**config.mk**
```make
export PLATFORM = sky130hd
export DESIGN_NAME = jenc_bit_pack_stuff
export DESIGN_NICKNAME = d
export VERILOG_FILES = /design/src/rtl/jenc_pkg.sv /design/src/rtl/jenc_byte_stuffer.sv /design/src/rtl/jenc_bit_pack_stuff.sv
export SDC_FILE = /design/constraint.sdc
export NUM_CORES = 1
export LEC_CHECK = 0
export BUFFER_PORTS_ARGS = -buffer_cell sky130_fd_sc_hd__buf_2
export CORE_ASPECT_RATIO = 1.5
export CORE_UTILIZATION = 41
export DETAILED_ROUTE_END_ITERATION = 8
export REMOVE_ABC_BUFFERS = 1
export SLEW_MARGIN = 20
export SYNTH_ARGS = -nofsm -noshare
export SYNTH_HDL_FRONTEND = slang
export SYNTH_SLANG_ARGS = --single-unit
```
**constraint.sdc**
```tcl
create_clock -name clk -period 16.15 [get_ports clk]
set_input_delay 1.615 -clock clk [delete_from_list [all_inputs] [get_ports clk]]
set_output_delay 1.615 -clock clk [all_outputs]
set_load 0.05 [all_outputs]
```
**src/rtl/jenc_pkg.sv**
```systemverilog
// Shared constants and sizing helper for the JPEG entropy-coder bit packer.
// Covers marker and stuff byte values, the pad bit and the accumulator width.
package jenc_pkg;

  localparam logic [7:0] JPEG_FF    = 8'hFF;
  localparam logic [7:0] JPEG_STUFF = 8'h00;
  localparam logic       PAD_BIT    = 1'b1;

  // The accumulator must absorb one worst-case input word on top of a full beat,
  // plus one partial byte.
  function automatic int acc_width(input int in_w, input int out_bytes);
    return in_w + 8 * out_bytes + 8;
  endfunction

endpackage

```
**src/rtl/jenc_byte_stuffer.sv**
```systemverilog
// Combinational slot allocator: places complete accumulator bytes into beat slots.
// With STUFF set, every 0xFF byte is followed by 0x00, and a pair is never split.
module jenc_byte_stuffer
  import jenc_pkg::*;
#(
  parameter int OUT_BYTES = 4,
  parameter bit STUFF     = 1'b1
) (
  input  logic [8*OUT_BYTES-1:0]         top_bytes,
  input  logic [$clog2(OUT_BYTES+1)-1:0] avail,
  output logic [8*OUT_BYTES-1:0]         beat_data,
  output logic [$clog2(OUT_BYTES+1)-1:0] slots_used,
  output logic [$clog2(OUT_BYTES+1)-1:0] src_used,
  output logic                           blocked
);

  localparam int CNT_W = $clog2(OUT_BYTES + 1);

  int         slots;
  int         src;
  int         need;
  logic       stop;
  logic [7:0] byte_i;

  always_comb begin
    // NOTE: every variable gets a default before the loop; a path that leaves one
    // unassigned would infer a latch.
    beat_data = '0;
    slots     = 0;
    src       = 0;
    need      = 0;
    stop      = 1'b0;
    blocked   = 1'b0;
    byte_i    = '0;
    for (int i = 0; i < OUT_BYTES; i++) begin
      byte_i = top_bytes[8*(OUT_BYTES-1-i) +: 8];
      need   = (STUFF && byte_i == JPEG_FF) ? 2 : 1;
      if (!stop && i < int'(avail)) begin
        if (slots + need <= OUT_BYTES) begin
          beat_data[8*(OUT_BYTES-1-slots) +: 8] = byte_i;
          if (need == 2) beat_data[8*(OUT_BYTES-2-slots) +: 8] = JPEG_STUFF;
          slots = slots + need;
          src   = src + 1;
        end else begin
          // A 0xFF/0x00 pair that does not fit closes the beat one slot short.
          stop    = 1'b1;
          blocked = 1'b1;
        end
      end
    end
    slots_used = CNT_W'(slots);
    src_used   = CNT_W'(src);
  end

endmodule

```
**src/rtl/jenc_bit_pack_stuff.sv**
```systemverilog
// Bit packer: appends MSB-aligned variable-length codes to an accumulator, drains
// complete bytes (optionally stuffed) into registered beats, pads and flushes on tlast.
module jenc_bit_pack_stuff
  import jenc_pkg::*;
#(
  parameter int IN_W      = 64,
  parameter int OUT_BYTES = 4,
  parameter bit STUFF     = 1'b1
) (
  input  logic                           clk,
  input  logic                           resetn,
  input  logic [IN_W-1:0]                in_data,
  input  logic [$clog2(IN_W+1)-1:0]      in_nbits,
  input  logic                           in_tlast,
  input  logic                           in_valid,
  output logic                           in_hold,
  output logic [8*OUT_BYTES-1:0]         out_data,
  output logic [$clog2(OUT_BYTES+1)-1:0] out_nbytes,
  output logic                           out_tlast,
  output logic                           out_valid,
  input  logic                           out_hold
);

  localparam int ACC_W  = acc_width(IN_W, OUT_BYTES);
  localparam int FILL_W = $clog2(2 * ACC_W + 1);
  localparam int FB_W   = FILL_W - 3;
  localparam int CNT_W  = $clog2(OUT_BYTES + 1);
  localparam int BEAT_W = 8 * OUT_BYTES;

  logic [ACC_W-1:0]  acc, acc_drained, acc_next, word_ext, pad_mask;
  logic [FILL_W-1:0] fill, fill_base, new_fill, fill_next;
  logic [FB_W-1:0]   fill_bytes;
  logic [CNT_W-1:0]  avail, slots_used, src_used, taken;
  logic [BEAT_W-1:0] beat_data;
  logic [IN_W-1:0]   word_masked;
  logic [2:0]        pad_len;
  logic              flushing, blocked, out_free, tlast_busy;
  logic              all_fit, closed, beat_tlast, emit, accept;

  assign fill_bytes = fill[FILL_W-1:3];
  assign avail      = (fill_bytes > FB_W'(OUT_BYTES)) ? CNT_W'(OUT_BYTES) : CNT_W'(fill_bytes);

  jenc_byte_stuffer #(
    .OUT_BYTES (OUT_BYTES),
    .STUFF     (STUFF)
  ) u_stuffer (
    .top_bytes  (acc[ACC_W-1 -: BEAT_W]),
    .avail      (avail),
    .beat_data  (beat_data),
    .slots_used (slots_used),
    .src_used   (src_used),
    .blocked    (blocked)
  );

  // A beat closes when its slots are full or a stuffed pair spills to the next one;
  // while flushing, the tail goes out once every remaining byte fits.
  assign out_free   = ~(out_valid & out_hold);
  assign tlast_busy = out_valid & out_tlast;
  assign closed     = (slots_used == CNT_W'(OUT_BYTES)) | blocked;
  assign all_fit    = (fill_bytes <= FB_W'(OUT_BYTES)) && (FB_W'(src_used) == fill_bytes);
  assign beat_tlast = flushing & all_fit;
  assign emit       = out_free & ~tlast_busy & (closed | beat_tlast);
  assign taken      = emit ? src_used : '0;

  assign fill_base   = fill - FILL_W'({taken, 3'b000});
  assign acc_drained = acc << {taken, 3'b000};
  // Worst-case word width only, so in_hold never depends on in_valid or in_data.
  assign in_hold     = flushing | (fill_base + FILL_W'(IN_W) > FILL_W'(ACC_W));
  assign accept      = in_valid & ~in_hold;

  always_comb begin
    word_masked = in_data & ~({IN_W{1'b1}} >> in_nbits);
    word_ext    = {word_masked, {(ACC_W-IN_W){1'b0}}} >> fill_base;
    new_fill    = fill_base + FILL_W'(in_nbits);
    pad_len     = 3'd0 - new_fill[2:0];
    pad_mask    = ({ACC_W{1'b1}} >> new_fill) & ~({ACC_W{1'b1}} >> (new_fill + FILL_W'(pad_len)));
    acc_next    = acc_drained;
    fill_next   = fill_base;
    if (accept) begin
      acc_next  = acc_drained | word_ext;
      fill_next = new_fill;
      if (in_tlast) begin
        acc_next  = acc_next | ({ACC_W{PAD_BIT}} & pad_mask);
        fill_next = new_fill + FILL_W'(pad_len);
      end
    end
  end

  always_ff @(posedge clk) begin
    // NOTE: reset is sampled on the clock edge here, so resetn only acts while clk runs.
    if (!resetn) begin
      acc        <= '0;
      fill       <= '0;
      flushing   <= 1'b0;
      out_valid  <= 1'b0;
      out_tlast  <= 1'b0;
      out_nbytes <= '0;
      out_data   <= '0;
    end else begin
      // NOTE: non-blocking assignments keep every register reading pre-edge values.
      acc  <= acc_next;
      fill <= fill_next;
      if (tlast_busy && !out_hold) flushing <= 1'b0;
      else if (accept && in_tlast) flushing <= 1'b1;
      if (out_free) begin
        out_valid <= emit;
        if (emit) begin
          out_data   <= beat_data;
          out_nbytes <= slots_used;
          out_tlast  <= beat_tlast;
        end
      end
    end
  end

endmodule

```
==> summary.md <==
| Metric | Value |
|---|---|
| Status | `complete, no violations` |
| Final setup fails | `0` |
| Required time worst endpoint | `around 16 ns` |
| Crit Path Category | `reg2reg` |
| Num CTS Buffers | `17` |
| Antenna-violating nets left | `0` |
| Max Freq | `about 66 MHz` |
| CTS H-tree lvls | `4` |
| Post-synth top cells | `nand2_1 (270), nor2_1 (242), a21oi_1 (207)` |
| Top post-synthesis cells by area | `dfxtp_1 (15%), mux2i_1 (6.7%), a21oi_1 (5.2%)` |
| GRT Util Overall | `between 40% and 50%` |
| Nets | `2849` |
| CTS Hold Buffers Added | `0` |
| Most frequent cell after synthesis | `nand2_1` |
| Largest net degree at the start of global routing | `between 90 and 100` |
| Share of the synthesized area in the top cell type | `15.2%` |
| Drt via density | `7.48` |
| Max_cap viols | `0` |
| FF-to-FF path depth | `between 40 and 50` |
| Post-Place Setup Slack | `about 1.6 ns` |
| DRT Pass-1 Iters | `7` |
| Final Hold Viols | `0` |
| Drt initial violations | `around 2900` |
| Critical path peak fanout | `36` |
| DPL Wire Length | `slightly above 90000 um` |
| RSZ-0062 raised after global routing | `no` |
| Core area | `47700 sq um` |
| Fin crit share | `93.4%` |
| Starting Density | `41.6%` |
| Final core utilization | `roughly 45%` |
| Tightest Hold Check Type | `reg2reg` |
| Area Overhead vs Synth | `8.96%` |
| Die height | `roughly 270 um` |
| Site row count | `98` |
| Sequential share of the synthesized area | `~15%` |
| Gr ovfl total | `0` |
| CTS clk-pin slew, worst paths | `about 0.080 ns` |
| Post-CTS setup buffers | `0` |
| Synthesized instance count | `2748` |
| Via total after detailed routing | `around 25000` |
| Mapped Avg Cell Area | `around 7 sq um` |
| Cell area after synthesis | `19800 sq um` |
| Port Buffers | `113` |
| Post-route DRC | `0` |
| TritonCTS clock tree | `done` |
| Post-synthesis cell type count | `100` |
| Layout cells sized above 1 | `~14%` |
| Final Max Tran Viols | `0` |
| Nature of the critical path startpoint | `flop` |
| R2R Path Start | `fill[4]$_SDFF_PN0_` |
| Worst slew pin tran | `approximately 1.3 ns` |
| Setup crit end kind | `flop` |
| Worst hold start | `out_data[4]$_SDFFE_PN0P_` |
| Ys Warns | `0` |
| Period minus WS final | `around 15 ns` |
| DIE AREA | `between 40000 and 50000 sq um` |
| Io pins | `~110` |
| Cell accounting for the most synthesized area | `dfxtp_1` |
| CTS Root Cell | `clkbuf_16` |
| Worst slew margin | `a little over an eighth` |
| Hold endpoint | `out_data[4]$_SDFFE_PN0P_` |
| Post-synth EDFFs | `0` |
| Ys async rst share | `0%` |
| Hold Path Depth | `1` |
| Slowest CP cell | `fa_4` |
| Final worst slack | `1.07 ns` |
| DRT Wirelength | `~120000 um` |
| Crit-path max cell delay | `between 1 and 1.5 ns` |
| Cell mode on critical path | `buf_4` |
| Vias in the first global route | `24265` |
| Clock Path Buffers | `2` |
| Antenna violations before repair | `4` |
| CP Data Arrival Time | `approximately 15 ns` |
| TritonCTS Sinks | `150` |
| Clock Skew | `0.0182 ns` |
| Top FF cell, synth | `dfxtp_1` |
| WL/cell | `between 30 and 40 um` |
| PostCTS Resize Cnt | `0` |
| Clk_lat worst skew | `roughly 0.47 ns` |
| Reg2Reg Capture Point | `acc[38]$_SDFF_PN0_` |
| First-pass GRT wire length | `170000 um` |
| Overall die width | `~180 um` |
| Synth Register Bits | `150` |
| GPL Wtd Cong | `about 1.1` |
| Flop2flop setup slack | `roughly 1.1 ns` |
## state kept, by name, summed over array words and instances, names as in the netlist
name	cells
out_nbytes	3
flushing	1
out_data	32
out_valid	1
out_tlast	1
acc	104
fill	8
## per-layer routing
metal  vias up  share of wire, %  global-route usage, %  routed length, um
li1      10742                 -                      -                  -
met1     11803                33                   47.2              38700
met2      1806                46                   77.8              54100
met3       664               7.9                   9.71               9230
met4         4                13                   50.9              15200
met5         -             0.023                  0.195                 27
## placed cells by master (no fill, tap or decap), drive strengths merged, types with 26 or more instances in the layout
cell type / Yosys / final
nor3: 63 / 63
a31oi: 47 / 47
a21oi: 208 / 208
a22oi: 60 / 60
nand2b: 26 / 26
a22o: 45 / 45
o211a: 27 / 27
or2: 29 / 29
and3: 26 / 26
nor2: 243 / 243
a32oi: 26 / 26
a21o: 31 / 31
nand3: 87 / 87
ha: 40 / 40
o21ai: 179 / 179
buf: 60 / 199
dfxtp: 150 / 150
o211ai: 93 / 93
inv: 58 / 65
nand2: 271 / 271
o22ai: 59 / 59
a211oi: 45 / 45
mux4: 31 / 31
mux2i: 135 / 135
a221oi: 39 / 39
mux2: 44 / 44
## layout make-up
| type | count | area, sq um |
|---|---|---|
| diodes | 5 | 12.5 |
| clock inverters | 15 | 180 |
| fillers | 4989 | 26100 |
| flip-flops and latches | 150 | 3010 |
| repair buffers | 199 | 1210 |
| clock buffers | 17 | 425 |
| well taps | 600 | 751 |
| multi-input cells | 2297 | 15800 |
| inverters | 63 | 239 |
## through the flow
stage,hold slack [ns],std cells,TNS (ns),instance area (sq um)
final,0.478,3346,0,21600
after global routing,0.494,3344,0,21600
after CTS,0.480,3341,0,21600
after detailed placement,0.463,3309,0,20900
after global placement,0.458,3309,0,20900
after floorplan,0.448,2510,-100.45,18900
## cells by family after synthesis
logic type      share of synthesized area, %
compound gates                          41.4
flops                                   15.2
simple gates                            20.4
fa+ha+maj                               3.03
buf+inv                                 6.04
mux                                     13.0
xor+xnor                                1.05
other cells                           0.0379
## worst max-delay path by stage
stage	start	to	slack [ns]
3_5_place_dp	fill[4]$_SDFF_PN0_	acc[38]$_SDFF_PN0_	1.59
3_3_place_gp	fill[4]$_SDFF_PN0_	acc[77]$_SDFF_PN0_	1.48
4_1_cts	fill[4]$_SDFF_PN0_	acc[38]$_SDFF_PN0_	1.49
2_1_floorplan	fill[4]$_SDFF_PN0_	acc[103]$_SDFF_PN0_	-1.35
5_1_grt	fill[4]$_SDFF_PN0_	acc[23]$_SDFF_PN0_	0.33
6_report	fill[4]$_SDFF_PN0_	acc[38]$_SDFF_PN0_	1.07
## critical path, delay by kind of cell (launching register included)
kind,cells,cell delay [ns]
compound gates,15,5.21
simple gates,9,2.86
flops,1,0.41
mux,2,0.63
fa+ha+maj,8,3.52
buf+inv,10,2.24
Power is left out: the tool's default activity adds up to more than one toggle a clock period on the data nets, which glitch-free logic cannot reach.
